## src/rtl/fetch_stage.sv

```systemverilog
// Instruction-fetch stage: owns the PC, issues in-order requests to instruction
// memory, buffers up to two returned words and drives the IF/ID register.
module fetch_stage #(
  parameter logic [31:0] RESET_PC = 32'h0000_0000,
  parameter logic [31:0] BUBBLE   = 32'h0000_0000
) (
  input  logic        clk,
  input  logic        reset,
  input  logic        StallF,
  input  logic        StallD,
  input  logic        FlushD,
  input  logic        PCWrPendingF,
  input  logic        BranchTakenE,
  input  logic [31:0] ALUResultE,
  input  logic        PCSrcW,
  input  logic [31:0] ResultW,
  output logic        ImemReqValid,
  output logic [31:0] ImemAddr,
  input  logic        ImemReqReady,
  input  logic        ImemRspValid,
  input  logic [31:0] ImemRspData,
  output logic [31:0] InstrD,
  output logic [31:0] PCPlus8D,
  output logic        ValidD
);

  logic [31:0] pc_reg;
  logic [1:0]  out_cnt_reg, drop_cnt_reg, fifo_cnt_reg;
  logic [1:0]  out_cnt_next, drop_cnt_next, fifo_cnt_next;
  logic        fifo_rd_ptr_reg, fifo_wr_ptr_reg;
  logic        req_rd_ptr_reg, req_wr_ptr_reg;
  logic [31:0] instr_d_reg, pc8_d_reg;
  logic        valid_d_reg;

  logic [1:0][31:0] fifo_instr, fifo_pc8, req_pc;

  logic        redirect, accept, rsp_tracked, rsp_drop, rsp_live;
  logic        fifo_empty, load_en, load_head, load_rsp, fifo_push, fifo_pop;
  logic [31:0] redirect_pc, rsp_pc8;
  logic [2:0]  occupancy;

  assign redirect    = BranchTakenE | PCSrcW;
  assign redirect_pc = BranchTakenE ? ALUResultE : ResultW;

  // Issue depends only on registered occupancy, never on this cycle's redirect.
  assign occupancy    = {1'b0, out_cnt_reg} + {1'b0, fifo_cnt_reg};
  assign ImemReqValid = reset & ~StallF & ~PCWrPendingF & (occupancy < 3'd2);
  assign ImemAddr     = pc_reg;
  assign accept       = ImemReqValid & ImemReqReady;

  // A response with nothing outstanding is a protocol error and is ignored.
  assign rsp_tracked = ImemRspValid & (out_cnt_reg != 2'd0);
  assign rsp_drop    = rsp_tracked & (drop_cnt_reg != 2'd0);
  assign rsp_live    = rsp_tracked & (drop_cnt_reg == 2'd0);
  assign rsp_pc8     = req_pc[req_rd_ptr_reg] + 32'd8;

  assign fifo_empty = (fifo_cnt_reg == 2'd0);
  assign load_en    = ~StallD & ~FlushD & ~redirect;
  assign load_head  = load_en & ~fifo_empty;
  assign load_rsp   = load_en & fifo_empty & rsp_live;
  assign fifo_pop   = load_head;
  assign fifo_push  = rsp_live & ~load_rsp & ~redirect;

  assign out_cnt_next  = out_cnt_reg + {1'b0, accept} - {1'b0, rsp_tracked};
  assign drop_cnt_next = redirect ? out_cnt_next : drop_cnt_reg - {1'b0, rsp_drop};
  assign fifo_cnt_next = redirect ? 2'd0
                       : fifo_cnt_reg + {1'b0, fifo_push} - {1'b0, fifo_pop};

  always_ff @(posedge clk) begin
    if (!reset) begin
      pc_reg          <= RESET_PC;
      out_cnt_reg     <= 2'd0;
      drop_cnt_reg    <= 2'd0;
      fifo_cnt_reg    <= 2'd0;
      fifo_rd_ptr_reg <= 1'b0;
      fifo_wr_ptr_reg <= 1'b0;
      req_rd_ptr_reg  <= 1'b0;
      req_wr_ptr_reg  <= 1'b0;
    end else begin
      if (redirect)    pc_reg <= redirect_pc;
      else if (accept) pc_reg <= pc_reg + 32'd4;
      out_cnt_reg  <= out_cnt_next;
      drop_cnt_reg <= drop_cnt_next;
      fifo_cnt_reg <= fifo_cnt_next;
      if (accept)      req_wr_ptr_reg <= ~req_wr_ptr_reg;
      if (rsp_tracked) req_rd_ptr_reg <= ~req_rd_ptr_reg;
      if (redirect) begin
        fifo_rd_ptr_reg <= 1'b0;
        fifo_wr_ptr_reg <= 1'b0;
      end else begin
        if (fifo_push) fifo_wr_ptr_reg <= ~fifo_wr_ptr_reg;
        if (fifo_pop)  fifo_rd_ptr_reg <= ~fifo_rd_ptr_reg;
      end
    end
  end

  // Per-entry storage: return words and the request PC each word belongs to.
  for (genvar gi = 0; gi < 2; gi++) begin : g_entry
    logic [31:0] instr_reg, pc8_reg, req_pc_reg;
    always_ff @(posedge clk) begin
      if (fifo_push && (fifo_wr_ptr_reg == 1'(gi))) begin
        instr_reg <= ImemRspData;
        pc8_reg   <= rsp_pc8;
      end
      if (accept && (req_wr_ptr_reg == 1'(gi))) req_pc_reg <= pc_reg;
    end
    assign fifo_instr[gi] = instr_reg;
    assign fifo_pc8[gi]   = pc8_reg;
    assign req_pc[gi]     = req_pc_reg;
  end

  always_ff @(posedge clk) begin
    if (!reset) begin
      valid_d_reg <= 1'b0;
      instr_d_reg <= BUBBLE;
      pc8_d_reg   <= 32'd0;
    end else if (!StallD) begin
      if (load_head) begin
        valid_d_reg <= 1'b1;
        instr_d_reg <= fifo_instr[fifo_rd_ptr_reg];
        pc8_d_reg   <= fifo_pc8[fifo_rd_ptr_reg];
      end else if (load_rsp) begin
        valid_d_reg <= 1'b1;
        instr_d_reg <= ImemRspData;
        pc8_d_reg   <= rsp_pc8;
      end else begin
        valid_d_reg <= 1'b0;
        instr_d_reg <= BUBBLE;
      end
    end
  end

  assign InstrD   = instr_d_reg;
  assign PCPlus8D = pc8_d_reg;
  assign ValidD   = valid_d_reg;

endmodule

```

## config.mk

```make
export PLATFORM = sky130hd
export DESIGN_NAME = fetch_stage
export DESIGN_NICKNAME = d
export VERILOG_FILES = /design/src/rtl/fetch_stage.sv
export SDC_FILE = /design/constraint.sdc
export NUM_CORES = 1
export LEC_CHECK = 0
export ABC_AREA = 0
export BUFFER_PORTS_ARGS = -buffer_cell sky130_fd_sc_hd__buf_2
export CAP_MARGIN = 20
export CORE_MARGIN = 3
export CORE_UTILIZATION = 60
export CTS_CLUSTER_DIAMETER = 100
export DETAILED_ROUTE_END_ITERATION = 7
export HOLD_SLACK_MARGIN = 0.03
export PLACE_DENSITY = 0.88
export REMOVE_ABC_BUFFERS = 1
export SYNTH_ARGS = -nofsm -noshare
export SYNTH_HDL_FRONTEND = slang
export SYNTH_SLANG_ARGS = --single-unit
```

## constraint.sdc

```tcl
create_clock -name clk -period 13.7 [get_ports clk]
set_input_delay 2.055 -clock clk [delete_from_list [all_inputs] [get_ports clk]]
set_output_delay 2.055 -clock clk [all_outputs]
set_load 0.005 [all_outputs]
```

== After elaboration in Yosys (flattened, before gate mapping) ==
Index checks and enable logic that the tools add are counted.

* Flip-flop bits (word level): 299
* Output and inout bits: 98
* Input bits: 106
* Word-level logic and storage cells: 83

* Reductions and logical operators: 12
* Magnitude comparators: 3
* Bitwise operators: 27
* Multiplexer cells: 16
* Add/subtract/negate cells: 8

{| class="wikitable"
|+ Operators with widths
! operator !! count
|-
| two-way mux 32 bit || 13
|-
| adder 32 x 3 -> 32 bit (second input constant) || 1
|-
| adder 32 x 4 -> 32 bit (second input constant) || 1
|-
| bitwise AND 1 bit || 14
|-
| inverter 1 bit || 12
|-
| nonzero test 2 bit || 4
|-
| subtractor 2 x 1 -> 2 bit || 3
|-
| adder 2 x 1 -> 2 bit || 2
|-
| logical AND 1 bit || 4
|-
| zero test 2 bit || 2
|-
| < comparator 1 x 2 -> 1 bit (second input constant) || 2
|-
| adder 2 x 2 -> 3 bit || 1
|-
| < comparator 3 x 2 -> 1 bit (second input constant) || 1
|-
| two-way mux 1 bit || 2
|-
| two-way mux 2 bit || 1
|-
| AND reduction 2 bit || 1
|-
| OR reduction 2 bit || 1
|-
| bitwise OR 1 bit || 1
|}

== Logic depth before layout (Yosys ltp) ==
Gate-level depths: netlist (run 1).

* Word-level depth: 10
* Gate-level depth with buffers: 14
* Mapped depth without buffers: 12

== Least setup slack after synthesis (run 1) ==
No wires, ideal clock.

* Path kind: input to register
* From: in BranchTakenE
* To: reg g_entry[0].instr_reg[0], enable pin
* Cell stages on the path: 6
* Setup slack: 7.609 ns
* Path buffers: 1
* Arrival: 5.605 ns
* Setup time: 0.486 ns
* Data required time: 13.214 ns
* Cells stage by stage: clkbuf_1 nor2_2 nand3_1 a21oi_1 inv_1 nor2_1

* Cells in the longest elaborated chain, start to end: 9

{| class="wikitable"
|+ RTL lines
! element !! RTL line !! text
|-
| from (decl) || 13 || <nowiki>input logic BranchTakenE,</nowiki>
|-
| bitwise OR 1 bit (*) || 42 || <nowiki>assign redirect = BranchTakenE | PCSrcW;</nowiki>
|-
| inverter 1 bit (*) || 58, 62 ||
|-
| bitwise AND 1 bit || 58 || <nowiki>assign load_en = ~StallD & ~FlushD & ~redirect;</nowiki>
|-
| bitwise AND 1 bit (2 in series) || 60 || <nowiki>assign load_rsp = load_en & fifo_empty & rsp_live;</nowiki>
|-
| inverter 1 bit || 62 || <nowiki>assign fifo_push = rsp_live & ~load_rsp & ~redirect;</nowiki>
|-
| bitwise AND 1 bit || 62 ||
|-
| bitwise AND 1 bit (*) || 62 ||
|-
| logical AND 1 bit (*) || 101 || <nowiki>if (fifo_push && (fifo_wr_ptr_reg == 1'(gi))) begin</nowiki>
|-
| to (signal assigned) || 102 || <nowiki>instr_reg <= ImemRspData;</nowiki>
|-
| to (decl) || 99 || <nowiki>logic [31:0] instr_reg, pc8_reg, req_pc_reg;</nowiki>
|}

Mark *: on every way between the ends. The rest lies on a longest branch, timed or not.
A chain may end at the register's enable or synchronous reset.

== Worst setup path after layout (run 1) ==
* From: in reset
* To: out ImemReqValid

* Cells in the longest elaborated chain, start to end: 3

{| class="wikitable"
|+ RTL lines
! element !! RTL line !! text
|-
| from (decl) || 8 || <nowiki>input logic reset,</nowiki>
|-
| bitwise AND 1 bit (3 in series) || 47 || <nowiki>assign ImemReqValid = reset & ~StallF & ~PCWrPendingF & (occupancy < 3'd2);</nowiki>
|-
| to (decl) || 17 || <nowiki>output logic ImemReqValid,</nowiki>
|}

No other way between the ends.

==> results.py, run 1 <==
metrics = {
    "sta": {
        "period_share": 0.403,
        "tns_ps": 0,
        "fin_worst_skew_ps": 16.5,
        "hold_viol_final": 0,
        "rsz0062_at_grt": "no",
        "fmax_mhz": 181,
        "worst_slack_ps": 8170,
        "post-route-min-period_ps": 5530,
        "max-slew-margin-rel": 0.322,
        "slew_viol_final": 0,
        "report.final.setup_viol": 0,
        "worst_pin_slew_ps": 1020,
    },
    "synthesis": {
        "synth_seq_cells": 299,
        "synth-compound-area-share": 0.105,
        "synth.most_common_cell": "edfxtp_1",
        "synth_edf_count": 192,
        "synth_warnings": 0,
        "synth_ff_type": "edfxtp_1",
        "synth-xor-area-share": 0.0419,
        "synth_commonest_cells": "edfxtp_1, dfxtp_1, nor2_1, nand2_1, mux2i_1",
        "synth_area_leader_cell": "edfxtp_1",
        "synth.lib_cells_used.distinct": 66,
        "syn_area_mm2": 0.0130,
        "synthAdderAreaFrac": 0.00831,
        "ys_seq_area_frac": 0.610,
        "synth.area.top_cells": "edfxtp_1, dfxtp_1, mux2_2",
        "synthArstFlopShare": 0,
        "avgSynthCellArea_um2": 12.1,
        "synthMuxAreaShare": 0.0819,
        "yosys.area_share.simple": 0.123,
        "synthCells": 1068,
        "synth_top_family_by_area": "simple AND/OR/NAND/NOR gates",
        "yosysTopAreaCellShare": 0.445,
    },
    "critical_path": {
        "critPathMaxFanout": 41,
        "cp-start-kind": "primary input",
        "crit_end": "ImemReqValid",
        "worstSetupStartpoint": "reset",
        "worstReg2RegStart": "fifo_cnt_reg[0]",
        "path_cells": "buf_2, buf_4, or4b_1, nor2_1, buf_2",
        "rrSetupSlack_ps": 10250,
        "path_delay_family": "simple AND/OR/NAND/NOR gates",
        "crit_slowest_cell": "or4b_1",
        "reg2reg_depth": 12,
        "crit_path_frequent_cell": "buf_2",
        "critPathBufInv": 3,
        "worstSetupPathType": "primary input to output pin",
        "cp_slowest_stage_delay_ps": 650,
        "cp.depth": 5,
        "crit_path_end_kind": "output pin",
        "r2r_end": "drop_cnt_reg[1]",
        "critPathRequiredTime_ps": 11640,
        "arrival_ps": 3470,
    },
    "layout": {
        "final_nets": 1367,
        "fillers": 1420,
        "syn2layout_area_growth_pct": 16.6,
        "final_cell_area_mm2": 0.0151,
        "n_antenna_cell": 0,
        "drive_gt1_frac": 0.262,
        "fin_util": 0.716,
    },
    "die": {
        "coreArea_mm2": 0.0211,
        "die_area_mm2": 0.0234,
        "num_rows": 53,
        "die-height_um": 153,
        "start_util": 0.614,
        "ios": 204,
        "die_w_um": 153,
    },
    "drt": {
        "wl_mm": 32.2,
        "post_drt_via_cell_ratio": 6.24,
        "vias": 9685,
        "ant_nets": 0,
        "first_pass_iters": 6,
        "drcViolationCount": 0,
        "wl_per_cell_um": 20.7,
        "drt_iter0_drc": 1054,
    },
    "power_and_ir_drop": {
        "finalPower_mw": 2.02,
        "powerDensity_mw_per_mm2": 134,
        "irDropWorstVdd_mv": 0.0769,
        "p_leak_nw": 5.65,
    },
    "cts": {
        "cts_inserted_buffers": 30,
        "cts_resized": 0,
        "clock_latency_ps": 550,
        "cts-htree-levels": 1,
        "root_buffer": "clkbuf_16",
        "cts_tree": "done",
        "clock_sinks": 299,
        "path_clk_slew_ps": 60,
        "postCtsHoldBufs": 0,
        "cts_setup_buffers": 0,
        "cts_buffer_depth": 3,
    },
    "worst_hold_path": {
        "hold_start": "PCPlus8D[11]",
        "holdCritPathClass": "flip-flop to flip-flop",
    },
    "placed_design": {
        "post-dp-hpwl_mm": 21.0,
        "dp_slack_ps": 8220,
        "gp_congestion": 0.843,
        "numPortBuffers": 203,
        "dpl_cell_area_mm2": 0.0142,
    },
    "global_routing": {
        "first_global_vias": 9595,
        "overflow": 0,
        "grt_pass1_wl_mm": 51.1,
        "grt_max_degree": 69,
        "antenna_found_initial": 0,
        "grt_usage": 0.267,
    },
    "outcome": {
        "status": "complete, no violations",
    },
    "flow_run": {
        "maxCapViolCount": 0,
    },
}
## metrics by stage
step / std cells / hold slack (ps)
after floorplan: 1000 / 453
after detailed placement: 1496 / 456
after global routing: 1552 / 510
after global placement: 1496 / 441
final: 1552 / 476
after CTS: 1552 / 481
## power by group
group          switching, mW  internal (mW)
logic                  0.133         0.0902
clock network          0.327          0.445
registers             0.0265          0.998
## metal layers
metal,global-route usage,routed length [um]
met2,0.434,15500
met5,0,0
met1,0.371,12900
met4,0.0874,897
met3,0.0430,2870
## worst min path at each step
stage | endpoint | slack, ps | cells past startpoint
after floorplan | ValidD | 450 | 2
after global placement | ValidD | 440 | 2
after detailed placement | ValidD | 460 | 2
after CTS | PCPlus8D[11] | 480 | 2
after global routing | PCPlus8D[10] | 510 | 2
final | PCPlus8D[11] | 480 | 2
## area by class of cell
class                           instances  area (um^2)  share of cell area
Sequential cell                       299         7910               0.524
Multi-Input combinational cell        678         4680               0.310
Timing Repair Buffer                  221         1150              0.0762
Clock buffer                           44          845              0.0559
Tap cell                              275          344              0.0228
Clock inverter                         12         87.6             0.00580
Inverter                               23         86.3             0.00571
## kinds of logic after synthesis
group	Yosys count
xor+xnor	62
flops	299
buf+inv	91
fa+ha+maj	8
compound gates	191
mux	100
simple gates	317
## cells in the final DEF, fill, tap and decap left out, types with 12 or more instances in the layout
cell type	count
a21oi_1	36
nand4_1	23
dfxtp_1	105
clkbuf_16	31
buf_4	18
xor2_1	21
edfxtp_1	192
nand3_1	44
xnor2_1	41
buf_2	203
a221oi_1	12
mux2_2	48
nand2_1	78
o21ai_0	43
and3_1	13
nor2_1	90
mux2i_1	52
inv_1	21
a222oi_1	34
## worst register-to-register path, cell delays in order (launching register included)
cell and delay, ps:
dfxtp_1 410, and2_1 170, fa_1 440, or4b_1 650, nor3_2 420, inv_1 210, ha_1 330, inv_1 40
ha_1 180, xnor2_1 170, xnor2_1 150, o21ai_0 90, a21oi_1 140
Note: power is estimated with default switching activity, not from simulation.
==> run 2: changes to the inputs <==
--- a/config.mk
+++ b/config.mk
@@ -9,11 +9,11 @@
 export BUFFER_PORTS_ARGS = -buffer_cell sky130_fd_sc_hd__buf_2
 export CAP_MARGIN = 20
 export CORE_MARGIN = 3
-export CORE_UTILIZATION = 60
+export CORE_UTILIZATION = 57
 export CTS_CLUSTER_DIAMETER = 100
 export DETAILED_ROUTE_END_ITERATION = 7
 export HOLD_SLACK_MARGIN = 0.03
-export PLACE_DENSITY = 0.88
+export PLACE_DENSITY = 0.84
 export REMOVE_ABC_BUFFERS = 1
 export SYNTH_ARGS = -nofsm -noshare
 export SYNTH_HDL_FRONTEND = slang
==> constraint.sdc (replaced) <==
create_clock -name clk -period 5.4 [get_ports clk]
set_input_delay 0.81 -clock clk [delete_from_list [all_inputs] [get_ports clk]]
set_output_delay 0.81 -clock clk [all_outputs]
set_load 0.005 [all_outputs]
==> run 2 against run 1 <==
  * First-iteration DRC count is 9.6% higher
  * Final cell count up 0.19%
  * Largest power group unchanged
  * Critical path depth grew 7
  * Worst setup slack lost 6200 ps
  * Sequential cell count unchanged
  * Utilization is 2.8 points lower
  * Register-to-register slack got worse by 8300 ps
  * Global-route usage decreased by 1.1 points
  * Via count down 1.2%
  * Sequential share of layout area is 0.33 points lower
==> results.py, run 2 (same netlist as run 1, synthesis figures left out) <==
metrics = {
    "power_and_ir_drop": {
        "finalPower_mw": 5.28,
        "powerDensity_mw_per_mm2": 347,
        "irDropWorstVdd_mv": 0.187,
        "p_leak_nw": 5.70,
        "clkPwrFrac": 0.401,
        "p_comb_frac": 0.103,
        "p_int_mw": 4.04,
        "p_sw_frac": 0.235,
        "switchingPower_mw": 1.24,
        "seqPwrFrac": 0.496,
    },
    "layout": {
        "drive_gt1_frac": 0.267,
        "syn2layout_area_growth_pct": 17.4,
        "n_antenna_cell": 0,
        "final_common_cell": "buf_2",
        "mostFrequentLayoutCells": "buf_2, edfxtp_1, dfxtp_1, nor2_1, nand2_1",
        "final_nets": 1366,
    },
    "die": {
        "die-height_um": 157,
        "start_util": 0.586,
        "coreArea_mm2": 0.0221,
        "die_w_um": 157,
        "num_rows": 54,
        "ios": 204,
        "die_area_mm2": 0.0246,
    },
    "placed_design": {
        "numPortBuffers": 203,
        "post-dp-hpwl_mm": 21.1,
        "gp_congestion": 0.879,
        "dp_slack_ps": 1770,
    },
    "sta": {
        "rsz0062_at_grt": "no",
        "tns_ps": 0,
        "slew_viol_final": 0,
        "hold_viol_final": 0,
        "post-route-min-period_ps": 3440,
        "period_share": 0.636,
        "report.final.setup_viol": 0,
        "worst_pin_slew_ps": 1050,
        "fin_worst_skew_ps": 8.41,
        "worst_slack_ps": 1960,
        "max-slew-margin-rel": 0.300,
        "fmax_mhz": 291,
    },
    "cts": {
        "cts_buffer_depth": 3,
        "cts_resized": 0,
        "cts_tree": "done",
        "cts_inserted_buffers": 29,
        "cts_setup_buffers": 0,
        "clock_latency_ps": 540,
        "postCtsHoldBufs": 0,
        "cts-htree-levels": 1,
        "clock_sinks": 299,
        "path_clk_slew_ps": 60,
        "root_buffer": "clkbuf_16",
    },
    "drt": {
        "vias": 9564,
        "wl_mm": 32.1,
        "wl_per_cell_um": 20.7,
        "post_drt_via_cell_ratio": 6.15,
        "drcViolationCount": 0,
        "drt_iter0_drc": 1155,
        "ant_nets": 0,
        "first_pass_iters": 8,
    },
    "critical_path": {
        "worstSetupPathType": "flip-flop to flip-flop",
        "cp-start-kind": "flip-flop",
        "worstSetupStartpoint": "fifo_cnt_reg[0]",
        "critPathRequiredTime_ps": 5870,
        "worstReg2RegStart": "fifo_cnt_reg[0]",
        "crit_path_end_kind": "flip-flop",
        "critPathMaxFanout": 6,
        "arrival_ps": 3910,
    },
    "outcome": {
        "status": "complete, no violations",
    },
    "global_routing": {
        "grt_max_degree": 69,
        "antenna_found_initial": 0,
        "overflow": 0,
        "grt_pass1_wl_mm": 49.9,
        "grt_usage": 0.255,
        "first_global_vias": 9129,
    },
    "worst_hold_path": {
        "hold_start": "ValidD",
        "holdCritPathClass": "flip-flop to flip-flop",
    },
    "flow_run": {
        "maxCapViolCount": 0,
    },
}
## run 2: changes by cell type in the layout (fill, tap and decap cells not counted), sizes merged
| cell | before | now |
|---|---|---|
| clkbuf | 44 | 38 |
| inv | 23 | 25 |
| bufinv | 1 | 5 |
| clkinv | 10 | 8 |
## run 2: power groups by stage
stage	Combinational (mW)	Clock, mW	Sequential, mW
2_1_floorplan	0.325	0	2.67
3_3_place_gp	0.513	0	2.66
3_5_place_dp	0.533	0	2.67
4_1_cts	0.540	2.13	2.62
5_1_grt	0.593	2.22	2.63
6_report	0.544	2.12	2.62
## run 2: worst max-delay path: stages (launching register included)
cell and delay [ps]:
dfxtp_1 400, and2_1 170, fa_1 450, or4b_1 660, nor3_2 380, inv_1 180, ha_1 310, inv_1 40
ha_1 190, xnor2_1 180, xnor2_1 160, o21ai_0 90, a21oi_1 150
## run 2: cell type report
cell class / count / area, um^2
clock buffer: 38 / 800
fill: 1562 / 6890
timing repair buffer: 221 / 1160
multi-input combinational: 678 / 4680
inverter: 23 / 86.3
clock inverter: 16 / 210
tap: 280 / 350
sequential: 299 / 7910
## run 2: routing by layer
layer,routed length (um),global-route usage,vias to the layer above
met1,12900,0.346,4597
met4,845,0.0663,0
li1,-,-,4384
met2,15600,0.433,519
met3,2730,0.0398,64
met5,0,0,-
## run 2: path summary, 6_finish.rpt
kind | end | slack (ps) | depth (start not counted)
max | drop_cnt_reg[1] | 1960 | 12
min | ValidD | 460 | 2
max reg2reg | drop_cnt_reg[1] | 1960 | 12
min reg2reg | ValidD | 460 | 2
## run 2: through the flow
stage                     hold WS (ps)  instance area [um^2]  std cells  utilization
final                              465                 15200       1555        0.688
after global routing               454                 15200       1555        0.688
after CTS                          452                 15200       1555        0.688
after detailed placement           460                 14200       1501        0.642
after global placement             445                 14200       1501        0.642
after floorplan                    453                 12700       1000            -
